$ cat src/rtl/fifo_wr_arb_pkg.sv
// Shared constants for the FIFO write arbiter: FSM state encoding and grant indices.
package fifo_wr_arb_pkg;

  typedef enum logic [1:0] {
    IDLE    = 2'b00,
    BEAT_LO = 2'b01,
    BEAT_HI = 2'b10
  } state_e;

  localparam logic GNT_REQ0 = 1'b0;
  localparam logic GNT_REQ1 = 1'b1;

endpackage

$ cat src/rtl/rr_arb2.sv
// Two-way grant logic with a last-grant pointer (round-robin on ties).
// Defining FIFO_WR_ARB_PRIO_EN selects fixed priority (requester 0 wins) and drops the pointer.
module rr_arb2
  import fifo_wr_arb_pkg::*;
(
  input  logic clk,
  input  logic rst,
  input  logic vld0,
  input  logic vld1,
  input  logic accept,
  output logic gnt0,
  output logic gnt1
);

  logic tie_to_1;

`ifdef FIFO_WR_ARB_PRIO_EN
  logic unused_prio;
  assign unused_prio = ^{clk, rst, accept};
  assign tie_to_1    = 1'b0;
`else
  logic last_q, last_d;
  logic gnt_idx;

  assign gnt_idx = gnt1 ? GNT_REQ1 : GNT_REQ0;

  // NOTE: every signal written in always_comb gets a default first, so no latch is inferred.
  always_comb begin
    last_d = last_q;
    if (accept) last_d = gnt_idx;
  end

  // NOTE: sequential state uses non-blocking assignments; reset is synchronous here.
  always_ff @(posedge clk) begin
    if (rst) last_q <= GNT_REQ1;
    else     last_q <= last_d;
  end

  // While reset is held the stale pointer is ignored so requester 0 wins a tie.
  assign tie_to_1 = vld0 & vld1 & (last_q == GNT_REQ0) & ~rst;
`endif

  assign gnt1 = vld1 & (~vld0 | tie_to_1);
  assign gnt0 = vld0 & ~gnt1;

endmodule

$ cat src/rtl/fifo_wr_arb.sv
// Arbitrates a 1- or 2-beat ALU word and a 1-beat register-file byte onto a FIFO write port.
// Tie policy is round-robin unless FIFO_WR_ARB_PRIO_EN is defined (fixed priority, see rr_arb2).
module fifo_wr_arb
  import fifo_wr_arb_pkg::*;
#(
  parameter int DATA_WD = 8
) (
  input  logic                 CLK,
  input  logic                 RST,
  input  logic                 REQ0_VLD,
  input  logic                 REQ0_WIDE,
  input  logic [2*DATA_WD-1:0] REQ0_DATA,
  output logic                 REQ0_RDY,
  input  logic                 REQ1_VLD,
  input  logic [DATA_WD-1:0]   REQ1_DATA,
  output logic                 REQ1_RDY,
  input  logic                 FIFO_FULL,
  output logic                 WR_INC,
  output logic [DATA_WD-1:0]   WR_DATA,
  output logic                 BUSY
);

  state_e               state_q, state_d;
  logic [2*DATA_WD-1:0] hold_q, hold_d;
  logic                 wide_q, wide_d;
  logic                 gnt0, gnt1;
  logic                 in_idle, in_beat, accept;

  // Reset forces idle-looking outputs even while a stale beat state is still registered.
  assign in_idle = RST | (state_q == IDLE);
  assign in_beat = ~RST & ((state_q == BEAT_LO) | (state_q == BEAT_HI));
  assign accept  = ~RST & (state_q == IDLE) & (gnt0 | gnt1);

  rr_arb2 u_arb (
    .clk   (CLK),
    .rst   (RST),
    .vld0  (REQ0_VLD),
    .vld1  (REQ1_VLD),
    .accept(accept),
    .gnt0  (gnt0),
    .gnt1  (gnt1)
  );

  assign REQ0_RDY = in_idle & gnt0;
  assign REQ1_RDY = in_idle & gnt1;
  assign WR_INC   = in_beat & ~FIFO_FULL;
  assign BUSY     = ~RST & (state_q != IDLE);

  always_comb begin
    state_d = state_q;
    hold_d  = hold_q;
    wide_d  = wide_q;
    WR_DATA = '0;
    unique case (state_q)
      IDLE: begin
        if (accept) begin
          state_d = BEAT_LO;
          hold_d  = gnt0 ? REQ0_DATA : {{DATA_WD{1'b0}}, REQ1_DATA};
          wide_d  = gnt0 & REQ0_WIDE;
        end
      end
      BEAT_LO: begin
        WR_DATA = hold_q[DATA_WD-1:0];
        if (WR_INC) state_d = wide_q ? BEAT_HI : IDLE;
      end
      BEAT_HI: begin
        WR_DATA = hold_q[2*DATA_WD-1:DATA_WD];
        if (WR_INC) state_d = IDLE;
      end
      default: state_d = IDLE;
    endcase
    if (RST) WR_DATA = '0;
  end

  always_ff @(posedge CLK) begin
    if (RST) begin
      state_q <= IDLE;
      hold_q  <= '0;
      wide_q  <= 1'b0;
    end else begin
      state_q <= state_d;
      hold_q  <= hold_d;
      wide_q  <= wide_d;
    end
  end

endmodule

$ cat config.mk
export PLATFORM = sky130hd
export DESIGN_NAME = fifo_wr_arb
export DESIGN_NICKNAME = d
export VERILOG_FILES = /design/src/rtl/fifo_wr_arb_pkg.sv /design/src/rtl/rr_arb2.sv /design/src/rtl/fifo_wr_arb.sv
export SDC_FILE = /design/constraint.sdc
export NUM_CORES = 1
export LEC_CHECK = 0
export ABC_AREA = 1
export CAP_MARGIN = 15
export CORE_ASPECT_RATIO = 0.7
export CORE_MARGIN = 5
export CORE_UTILIZATION = 40
export DETAILED_ROUTE_END_ITERATION = 10
export GPL_TIMING_DRIVEN = 1
export PLACE_DENSITY = 0.83
export SETUP_SLACK_MARGIN = 0.5
export SLEW_MARGIN = 25
export SYNTH_ARGS = -nofsm -noshare
export SYNTH_HDL_FRONTEND = slang
export SYNTH_HIERARCHICAL = 1
export SYNTH_SLANG_ARGS = --single-unit
export TNS_END_PERCENT = 100
$ cat constraint.sdc
create_clock -name CLK -period 4.1 [get_ports CLK]
set_input_delay 0.82 -clock CLK [delete_from_list [all_inputs] [get_ports CLK]]
set_output_delay 0.82 -clock CLK [all_outputs]
set_load 0.02 [all_outputs]
---- Word level (Yosys, flattened, before mapping) ----
Cells that the tools add are included.
storage, ports and cells
  memories kept ........................... 0
  RAM bits ................................ 0
  bits in read-only memories .............. 0
  register bits ........................... 20
  output and inout bits ................... 12
  bits of input ports ..................... 30
  bits in latches ......................... 0
  logic and storage cells ................. 44
cells by class
  $add $sub $neg .......................... 0
  bitwise logic cells ..................... 22
  eq/ne operators ......................... 5
  divide/modulo/power cells ............... 0
  shift-type cells ........................ 0
  reductions and logical operators ........ 4
  magnitude comparators ................... 0
  mux-type cells .......................... 9
  multiply operators ...................... 0
operators with widths
  kind                                                 count
  two-way mux 16 bit                                   1
  case mux 8 bit (2 select lines)                      1
  AND 1 bit                                            13
  two-way mux 2 bit                                    4
  two-way mux 8 bit                                    1
  inequality test 2 bit, second input constant         3
  case mux 2 bit (3 select lines)                      1
  NOT 1 bit                                            5
  OR 1 bit                                             4
  AND reduction 3 bit                                  1
  equality test 2 x 1 -> 1 bit, second input constant  1
  equality test 2 bit, second input constant           1
  logical NOT 2 bit                                    1
  AND reduction 2 bit                                  1
  nonzero test 2 bit                                   1
  two-way mux 1 bit                                    1

---- Logic depth before layout (Yosys ltp) ----
Gate-level depths: netlist (run 1).
  depth after elaboration ................. 11
  gate-level depth with buffers ........... 9
  mapped depth without buffers ............ 7

---- Cells and area by module ----
Netlist (run 1), hierarchy kept.
by module, submodules not included
  module       cells an instance  instances  area an instance (um^2)  seq. area each (um^2)
  fifo_wr_arb  159                1          1092.3                   380.4
  rr_arb2      11                 1          68.8                     20.0

---- Least setup slack after synthesis (run 1) ----
No wires, ideal clock.
  kind .................................... input port to output port
  start point ............................. input RST
  end point ............................... output REQ0_RDY
  data arrival time ....................... 1.589 ns
  cell stages on the path ................. 5
  buffers on the path ..................... 1
  data required time ...................... 3.280 ns
  slack ................................... 1.691 ns
  cell sequence ........................... inv_1 -> a31oi_1 -> buf_6 -> inv_2 -> nor2_1
on the way
  word-level cells in the longest chain between the ends .. 7
  elaborated cells between the ends (all ways) .. 8
  those cells by class .................... 8 x bitwise
RTL lines
  what                RTL line           text
  start: declaration  fifo_wr_arb.sv:9   input logic RST,
  NOT 1 bit           rr_arb2.sv:40      assign tie_to_1 = vld0 & vld1 & (last_q == GNT_REQ0) & ~rst;
  AND 1 bit           rr_arb2.sv:40
  OR 1 bit            rr_arb2.sv:43      assign gnt1 = vld1 & (~vld0 | tie_to_1);
  AND 1 bit           rr_arb2.sv:43
  NOT 1 bit           rr_arb2.sv:44      assign gnt0 = vld0 & ~gnt1;
  AND 1 bit           rr_arb2.sv:44
  via gnt0            fifo_wr_arb.sv:26  logic gnt0, gnt1;
  AND 1 bit           fifo_wr_arb.sv:44  assign REQ0_RDY = in_idle & gnt0;
  end: declaration    fifo_wr_arb.sv:13  output logic REQ0_RDY,
The timed path passes the listed nets, and every way through them passes these cells.

---- Final worst setup path (run 1) ----
  start point ............................. input RST
  end point ............................... output WR_DATA[2]
on the way
  word-level cells in the longest chain between the ends .. 1
RTL lines
  what               RTL line           text
  two-way mux 8 bit  fifo_wr_arb.sv:72  if (RST) WR_DATA = '0;
  end: declaration   fifo_wr_arb.sv:19  output logic [DATA_WD-1:0] WR_DATA,
No other way between the ends.

==> impl_results.md, run 1 <==
* CTS root buf: clkbuf_8
* Final setup TNS at 0 ns
* RSZ-0062 raised after global routing: false
* Post-synth top area share at 0.345
* Clock share of power at 0.203
* DRT antenna net count at 0
* Clock Skew at approximately 0.0026 ns
* Layout cell share with drive strength beyond 1 at 0.123
* Total core area at 2780 sq um
* Logic gate share of total power at 0.445
* Setup WS pre-CTS at roughly 0.66 ns
* Rel. slew slack at 0.786
* Final WS setup at about 0.65 ns
* Hold EP: hold_q[9]
* Fin crit share at 0.841
* Hold_sp: hold_q[9]
* Crit-path max FO at 13
* P_leak at approximately 0.00068 uW
* Area Overhead vs Synth at 40.9%
* Worst IR drop on VDD at around 0.00024 V
* Antenna violations before repair at 0
* Sw frac at 0.384
* Switch Pwr at around 280 uW
* Dpl cells at around 240
* # resized after CTS at 0
* Worst hold slack at about 0.46 ns
* Seq pwr share at 0.352
* H-tree lvl count at 1
* Sequential fraction of the synthesis area at 0.345
* Wire length of the first global-routing pass at approximately 4500 microns
* Max Fclk at slightly below 300 MHz
* Clock tree buffer depth at 2
* Worst Path Required at approximately 3.3 ns
* # rows at 16
* Hpwl dp at around 2200 microns
* Synth area leader: dfxtp_1
* DR DRC count at 0
* Status: finished, final reports clean
* Placed Area at roughly 1600 sq um
* Top-Level Pins at between 40 and 50
* Largest net degree at the start of global routing at 18
* R2R Path End: state_q[0]
* Worst Hold Path Cells at 2
* R2R Setup Slk at 2.60 ns
* Reg2reg path depth at 8
* Final instance area at 1640 sq um
* Multi-input gate area at about 660 sq um
* Syn Inst Count at 170
* Pwr dens at 446 nW/um^2
* Reg-to-Reg Start: u_arb/last_q
* Worst skew pair latency at 0.26 ns
* Vias at between 1000 and 1500
* Gr usage total at 0.138
* Num CTS Buffers at 3
* Die Wd at around 74 microns
* Net Count, Synth at roughly 200
* Hold crit path type: reg2reg
* CP endpoint kind: output port
* P_int at 450 uW
* Hold_buf cts at 0
* Ys Warns at 6
* Clk sink count at 20
* Setup repair bufs after CTS at 0
* Final Wtd Congestion at between 0.8 and 0.9
* Startpoint Class: input port
* Final nets at between 200 and 250
* Post-synthesis cell type count at 24
* IO buf count at about 40
* Die Y-Extent at between 50 and 60 microns
* Area contributors post-synth: dfxtp_1, nand2_1, a21oi_1
* TritonCTS clock tree: done
* Clk pin slew, worst setup/hold paths at 0.07 ns
* Synth Area per Inst at between 6 and 7 sq um
* Fillers at ~270
* DRT iter0 DRCs at 47
* Hold Fails Final Rpt at 0
* Max cap viols at 0
* Slew @ Worst Pin at approximately 0.32 ns
* FF/Latch Area at around 400 sq um
* Minimum clock period at around 3.4 ns
* Max Slew Vio Count at 0
* Die area at 4100 sq um
* # setup viols final at 0
* Critical path arrival at around 2.6 ns
* Number of global-route vias before repair at approximately 1100
* Drt total wl at roughly 2700 microns
* Synth Cell Area at around 1200 sq um
* Congestion Overflow GR at 0
* Worst setup path class: in2out
* Post-DR wirelength/cell at ~11 microns
* #FFs+latches synth at 20
* Post-Layout Cell Count at about 250
* Starting density of the core at 0.417
* DR pass1 iterations at 4
* Antenna cells at 0
* Vias per inst at 4.72
==> how the worst max path moves through the flow <==
stage,slack [ns],cells past startpoint,startpoint,endpoint
6_report,0.65,5,RST,WR_DATA[2]
5_1_grt,0.54,6,RST,REQ0_RDY
4_1_cts,0.64,5,RST,WR_DATA[2]
3_5_place_dp,0.66,5,RST,WR_DATA[2]
3_3_place_gp,0.76,6,RST,REQ0_RDY
2_1_floorplan,1.69,5,RST,REQ0_RDY
==> kinds of logic (layout without fill, tap and decap cells) <==
group	Yosys count	in the layout	synth area share
flip-flops	20	20	0.345
buffers and inverters	19	60	0.0894
adder cells (fa/ha/maj)	4	4	0.0431
AO/OA/AOI/OAI	30	30	0.142
AND/OR/NAND/NOR	97	97	0.380
==> registers in the layout (all words and copies together), names as in the netlist <==
register,flops
u_arb/last_q,1
hold_q,16
wide_q,1
state_q,2
==> routing by layer <==
layer,up-vias,share of wire,track usage
li1,617,-,-
met1,512,0.46,0.173
met2,33,0.44,0.233
met3,4,0.093,0.0487
met4,0,0.0064,0.0237
met5,-,0,0
==> layout by cell type (no fill, tap or decap) <==
cell | synthesis | routed
nand2_1 | 62 | 62
a21oi_1 | 17 | 17
nor2_8 | 2 | 2
nand3_1 | 4 | 4
a21oi_2 | 2 | 2
and2_1 | 1 | 1
inv_2 | 2 | 2
o21ai_2 | 1 | 1
nor2_2 | 8 | 8
clkbuf_8 | 0 | 4
inv_6 | 1 | 1
o21ai_0 | 8 | 8
o21bai_1 | 1 | 1
nor2_4 | 1 | 1
a31oi_1 | 1 | 1
inv_1 | 10 | 10
clkdlybuf4s50_1 | 0 | 41
dfxtp_1 | 20 | 20
buf_4 | 0 | 2
nand2_2 | 3 | 3
or2_0 | 1 | 1
ha_1 | 4 | 4
nor2_1 | 15 | 15
==> synth_stat cells <==
cell type,number
dfxtp_1,20
inv_6,1
o21ai_2,1
nand3_1,4
o21bai_1,1
a31oi_1,1
ha_1,4
a21oi_1,17
nand2_1,62
nor2_8,2
nand2_2,3
a21oi_2,2
o21ai_0,8
nor2_2,8
inv_2,2
clkbuf_1,1
buf_12,1
and2_1,1
buf_6,1
nor2_4,1
buf_2,3
or2_0,1
nor2_1,15
inv_1,10
==> final cells by class <==
type	instances	share of cell area
well taps	36	0.0275
multi-input cells	131	0.401
clock buffers	4	0.0336
inverters	13	0.0329
repair buffers	43	0.260
flip-flops and latches	20	0.245
==> stage by stage <==
step | utilization | total power, uW
final | 0.588 | 730
after detailed placement | 0.568 | 589
after global placement | 0.568 | 584
after global routing | 0.588 | 794
after CTS | 0.588 | 737
after floorplan | - | 501
==> critical path: stages <==
cell             delay (ns)
clkdlybuf4s50_1        0.49
inv_2                  0.19
nand2_1                0.22
a21oi_1                0.25
clkdlybuf4s50_1        0.66
==> power groups by stage <==
| stage | Sequential, uW | Combinational (uW) | Clock, uW |
|---|---|---|---|
| finish | 257 | 325 | 148 |
| global route | 262 | 372 | 160 |
| CTS | 257 | 330 | 149 |
| detailed placement | 261 | 328 | 0 |
| global placement | 260 | 324 | 0 |
| floorplan | 255 | 246 | 0 |
Note: power is estimated with default switching activity, not from simulation.
==> run 2, diff against run 1 <==
--- a/config.mk
+++ b/config.mk
@@ -12,7 +12,7 @@
 export CORE_UTILIZATION = 40
 export DETAILED_ROUTE_END_ITERATION = 10
 export GPL_TIMING_DRIVEN = 1
-export PLACE_DENSITY = 0.83
+export PLACE_DENSITY = 0.86
 export SETUP_SLACK_MARGIN = 0.5
 export SLEW_MARGIN = 25
 export SYNTH_ARGS = -nofsm -noshare
==> constraint.sdc (replaced) <==
create_clock -name CLK -period 2.8 [get_ports CLK]
set_input_delay 0.56 -clock CLK [delete_from_list [all_inputs] [get_ports CLK]]
set_output_delay 0.56 -clock CLK [all_outputs]
set_load 0.02 [all_outputs]
==> run 2 against run 1 <==
Against the previous run: final cell count is 1.2% higher; clock skew hardly changed; combinational power is 47% higher; sequential power is 46% higher; core utilization is 0.58 points lower; largest power group unchanged.
==> impl_results.md, run 2 (synthesis results as in run 1) <==
* Final setup TNS at 0 ns (unchanged)
* Final Wtd Congestion at 0.773 (-10%)
* Starting density of the core at 0.417 (unchanged)
* Largest registers: hold_q x16, state_q x2
* Vias per inst at 4.70 (-0.35%)
* CP endpoint kind: output port
* Area Overhead vs Synth at 39.5%
* Clock Skew at 0.00310 ns (+0.000494 ns)
* Final nets at 249 (+1.2%)
* Drt total wl at 2740 microns (+2.9%)
* # setup viols final at 0 (unchanged)
* Fin crit share at 0.775
* Clk sink count at 20 (unchanged)
* Die Y-Extent at 55.1 microns (unchanged)
* Worst path cell trace: inv_1, ha_1, nand2_2, a21oi_1, clkdlybuf4s15_2
* Total core area at 2780 sq um (unchanged)
* Commonest non-fill, non-tap cell in the layout: nand2_1
* H-tree lvl count at 1 (unchanged)
* Dpl cells at 246 (+1.2%)
* Hold crit path type: reg2reg
* Largest net degree at the start of global routing at 18 (unchanged)
* IO buf count at 41 (unchanged)
* Crit-path max FO at 8 (-5)
* Critical path arrival at 1.61 ns (-1.02 ns)
* Pwr dens at 665 nW/um^2 (+49%)
* Congestion Overflow GR at 0 (unchanged)
* DR DRC count at 0 (unchanged)
* Hold Fails Final Rpt at 0 (unchanged)
* Worst Path Required at 2.24 ns (-1.04 ns)
* P_leak at 0.000715 uW (+5.2%)
* Slowest Stage Delay on Critical Path at 0.37 ns (-0.29 ns)
* Most frequent cells in the layout: nand2_1, clkdlybuf4s50_1, dfxtp_1, a21oi_1, nor2_1
* Antenna violations before repair at 0 (unchanged)
* Final Util at 0.582 (-0.00584)
* Gr usage total at 0.147 (+0.00933)
* # rows at 16 (unchanged)
* Clk pin slew, worst setup/hold paths at 0.07 ns (about the same)
* Status: finished, final reports clean
* Worst setup path class: reg2out
* Number of global-route vias before repair at 1050 (-3.3%)
* DR pass1 iterations at 4 (unchanged)
* Setup repair bufs after CTS at 0 (unchanged)
* Antenna cells at 0 (unchanged)
* Setup WS pre-CTS at 0.0336 ns (-0.628 ns)
* Top-Level Pins at 42 (unchanged)
* CTS root buf: clkbuf_8
* Layout cell share with drive strength beyond 1 at 0.192 (+0.0684)
* Startpoint Class: register
* Pwr Total at 1080 uW (+48%)
* Final WS setup at 0.631 ns (-0.0231 ns)
* Num CTS Buffers at 3 (unchanged)
* TritonCTS clock tree: done
* GR Util met3 at 0.0542 (+0.00542)
* RSZ-0062 raised after global routing: false
* DRT antenna net count at 0 (unchanged)
* Worst IR drop on VDD at 0.000282 V (+15%)
* Clock tree buffer depth at 2 (unchanged)
* M1 GR Usage at 0.180 (+0.00732)
* Post-Layout Cell Count at 250 (+1.2%)
* Die area at 4100 sq um (unchanged)
* Slew @ Worst Pin at 0.340 ns (+0.0195 ns)
* Die Wd at 74.4 microns (unchanged)
* Post-DR wirelength/cell at 11.0 microns (+1.6%)
* Minimum clock period at ~2.2 ns
* DRT iter0 DRCs at 51 (+8.5%)
* Max reg flops at 16 (unchanged)
* Max Fclk at ~460 MHz
* Vias at 1176 (+0.86%)
* Max Slew Vio Count at 0 (unchanged)
* Hpwl dp at 2080 microns (-3.6%)
* Max cap viols at 0 (unchanged)
* Wire length of the first global-routing pass at 4480 microns (+0.31%)
* Met2 Track Usage GR at 0.227 (-0.00583)
* Slowest CP cell: dfxtp_1
* Largest Register: hold_q
* Rel. slew slack at 0.773 (-0.0130)
* Global route hottest layer: met2
* Worst skew pair latency at 0.27 ns (about the same)
## run 2: cell count changes in the layout (fill, tap and decap cells not counted)
cell,previous run,this run
a31oi_1,1,0
a31oi_2,0,1
buf_2,0,1
buf_4,2,5
clkbuf_2,0,8
clkdlybuf4s15_2,0,1
clkdlybuf4s50_1,41,28
dlygate4sd2_1,0,3
nand2_1,62,61
nand2_2,3,4
## run 2: repair_timing
action,4_1_cts,5_1_grt
gates resized for setup,22,14
endpoints found under the hold margin,0,0
setup endpoints to repair,12,10
hold buffers,0,0
## run 2: worst max-delay path, delay by kind of cell, from the launching register on
family                     cells  cell delay, ns
AOI/OAI and AO/OA              1            0.16
adders and majority gates      1            0.32
DFF                            1            0.37
and+or+nand+nor                1            0.12
buffers and inverters          2            0.38
## run 2: final timing paths
path | slack (ns) | endpoint | startpoint | cells past startpoint
min | 0.47 | hold_q[12] | hold_q[12] | 2
max | 0.63 | WR_DATA[1] | state_q[0] | 5
max reg2reg | 1.28 | state_q[0] | u_arb/last_q | 8
min reg2reg | 0.47 | hold_q[12] | hold_q[12] | 2
## run 2: power breakdown
group          internal [uW]  switching, uW  leakage [uW]
sequential               343           33.0      0.000164
clock                    125           99.2     0.0000288
combinational            182            296      0.000522
total                    650            428      0.000715
## run 2: metrics by stage
| stage | cell area, sq um | hold WS, ns |
|---|---|---|
| 6_report | 1620 | 0.467 |
| 3_3_place_gp | 1600 | 0.452 |
| 2_1_floorplan | 1160 | 0.439 |
| 3_5_place_dp | 1600 | 0.458 |
| 5_1_grt | 1620 | 0.500 |
| 4_1_cts | 1650 | 0.467 |
## run 2: final cells by class
| class | count | area [sq um] |
|---|---|---|
| Clock buffer | 4 | 55.1 |
| Fill cell | 280 | 1160 |
| Inverter | 13 | 53.8 |
| Multi-Input combinational cell | 131 | 666 |
| Sequential cell | 20 | 400 |
| Tap cell | 36 | 45.0 |
| Timing Repair Buffer | 46 | 400 |
## run 2: routing by layer
layer	wire length (microns)	up-vias
li1	-	620
met1	1230	511
met2	1180	36
met3	248	9
met4	80	0
met5	0	-
==> run 3, diff against run 2 <==
--- a/config.mk
+++ b/config.mk
@@ -12,7 +12,7 @@
 export CORE_UTILIZATION = 40
 export DETAILED_ROUTE_END_ITERATION = 10
 export GPL_TIMING_DRIVEN = 1
-export PLACE_DENSITY = 0.86
+export PLACE_DENSITY = 0.83
 export SETUP_SLACK_MARGIN = 0.5
 export SLEW_MARGIN = 25
 export SYNTH_ARGS = -nofsm -noshare
==> constraint.sdc (replaced) <==
create_clock -name CLK -period 2.2 [get_ports CLK]
set_input_delay 0.44 -clock CLK [delete_from_list [all_inputs] [get_ports CLK]]
set_output_delay 0.44 -clock CLK [all_outputs]
set_load 0.02 [all_outputs]
==> run 3 against run 2 <==
Against the previous run: critical path depth did not move; flip-flop and latch count unchanged; critical endpoint is now WR_DATA[2]; critical path type unchanged; clock power is 28% higher; wire length grew 13%; largest power group unchanged; largest cell class unchanged; sequential share of layout area decreased by 2.8 points; register-to-register slack got worse by 0.57 ns; first-iteration DRC count down 9.8%; highest routed layer unchanged; final area grew 14%.
==> impl_results.md, run 3 (synthesis results as in run 1) <==
* Critical path arrival at 1.36 ns (-0.25 ns)
* Final instance area at 1850 sq um (+14%)
* Post-Layout Cell Count at 256 (+2.4%)
* TritonCTS clock tree: done
* Layout cell share with drive strength beyond 1 at 0.323 (+0.131)
* Post-DR wirelength/cell at 12.1 microns (+10%)
* Starting density of the core at 0.417 (unchanged)
* Largest Register: hold_q
* DRT antenna net count at 0 (unchanged)
* Vias at 1194 (+1.5%)
* Final nets at 255 (+2.4%)
* Congestion Overflow GR at 0 (unchanged)
* Max Slew Vio Count at 0 (unchanged)
* Wire length of the first global-routing pass at 5070 microns (+13%)
* Top-Level Pins at 42 (unchanged)
* Gr usage total at 0.164 (+0.0171)
* Pwr dens at 890 nW/um^2 (+34%)
* Most frequent cells in the layout: nand2_1, clkdlybuf4s50_1, dfxtp_1, nor2_1, buf_4
* DRT iter0 DRCs at 46 (-9.8%)
* R2R Setup Slk at 0.71 ns (-0.57 ns)
* Startpoint Class: register
* Max cap viols at 0 (unchanged)
* # setup viols final at 0 (unchanged)
* CP endpoint kind: output port
* Hpwl dp at 2180 microns (+4.7%)
* Final Wtd Congestion at 0.845 (+9.3%)
* Hold Fails Final Rpt at 0 (unchanged)
* Worst path cell trace: inv_2, ha_4, nand2_8, a21oi_4, buf_6
* Rel. slew slack at 0.854 (+0.0807)
* CTS root buf: clkbuf_8
* IO buf count at 41 (unchanged)
* Area Overhead vs Synth at 59.5%
* CP top delay family: flip-flops
* # rows at 16 (unchanged)
* Clock tree buffer depth at 2 (unchanged)
* Crit-path max FO at 8 (unchanged)
* Final WS setup at 0.396 ns (-0.235 ns)
* Max reg flops at 16 (unchanged)
* Die Y-Extent at 55.1 microns (unchanged)
* P_leak at 0.000766 uW (+7.1%)
* Setup WS pre-CTS at -0.328 ns (-0.361 ns)
* Antenna violations before repair at 0 (unchanged)
* Num CTS Buffers at 3 (unchanged)
* Slowest CP cell: dfxtp_4
* Die Wd at 74.4 microns (unchanged)
* Largest net degree at the start of global routing at 18 (unchanged)
* Worst hold slack at 0.465 ns (-0.00202 ns)
* Worst skew pair latency at 0.26 ns (about the same)
* Worst Hold Path Cells at 2 (unchanged)
* Clk sink count at 20 (unchanged)
* Placed Area at 1620 sq um (+0.94%)
* Largest registers: hold_q x16, state_q x2
* Dpl cells at 248 (+0.81%)
* Number of global-route vias before repair at 1122 (+6.9%)
* Vias per inst at 4.66 (-0.85%)
* Worst Path Required at 1.76 ns (-0.48 ns)
* H-tree lvl count at 1 (unchanged)
* Max Fclk at between 500 and 600 MHz
* Slowest Stage Delay on Critical Path at 0.36 ns (about the same)
* Minimum clock period at 1.80 ns
* Fin crit share at 0.820
* DR pass1 iterations at 4 (unchanged)
* Antenna cells at 0 (unchanged)
* Slew @ Worst Pin at 0.218 ns (-0.122 ns)
* Clk pin slew, worst setup/hold paths at 0.08 ns (about the same)
* Die area at 4100 sq um (unchanged)
* Hold_buf cts at 0 (unchanged)
* DR DRC count at 0 (unchanged)
* Worst setup path class: reg2out
* Levels on crit path at 5 (unchanged)
* Status: finished, final reports clean
* RSZ-0062 raised after global routing: true
* Total core area at 2780 sq um (unchanged)
* Commonest non-fill, non-tap cell in the layout: nand2_1
* Worst IR drop on VDD at 0.000318 V (+13%)
* Hold crit path type: reg2reg
* CP Buf/Inv Count at 2 (unchanged)
* Drt total wl at 3100 microns (+13%)
* Clock Skew at 0.00151 ns (-0.00159 ns)
* Reg2reg path depth at 9 (+1)
run 3: what timing repair did:
item / 4_1_cts / 5_1_grt
buffers inserted: 3 / 1
setup endpoints to repair: 32 / 12
resized for setup: 94 / 17
pin swaps: 4 / 3
run 3: path summary, 6_finish.rpt:
kind              start    endpoint
max reg2reg  state_q[0]  state_q[0]
min          hold_q[10]  hold_q[10]
min reg2reg  hold_q[10]  hold_q[10]
max          state_q[0]  WR_DATA[2]
run 3: worst register-to-register path, stage by stage, from the launching register on:
cell	delay (ns)
dfxtp_4	0.36
inv_2	0.06
ha_4	0.30
buf_4	0.11
nand3_2	0.08
buf_4	0.13
nand2_1	0.13
nand3_1	0.10
nand2_1	0.08
nor2_1	0.03
run 3: where the power goes:
part	switching, uW	internal [uW]	total (uW)
sequential	40.9	442	483
combinational	501	376	877
clock	130	160	289
run 3: layout make-up:
class	instances	area, sq um
clock buffer	4	55.1
fill	273	931
inverter	13	53.8
multi-input combinational	131	805
sequential	20	405
tap	36	45.0
timing repair buffer	52	488
run 3: per-layer routing:
metal,up-vias,part of all wire,GRT usage
met5,-,0,0
met4,0,0.0042,0.0355
met3,2,0.064,0.0433
met2,30,0.47,0.278
met1,529,0.46,0.211
li1,633,-,-
run 3: stage by stage:
stage                     power, uW  setup TNS (ns)  utilization
after global routing           1750               0        0.665
after CTS                      1570               0        0.644
final                          1650               0        0.665
after floorplan                 933               0            -
after detailed placement       1110           -2.93        0.582
after global placement         1100           -2.66        0.582
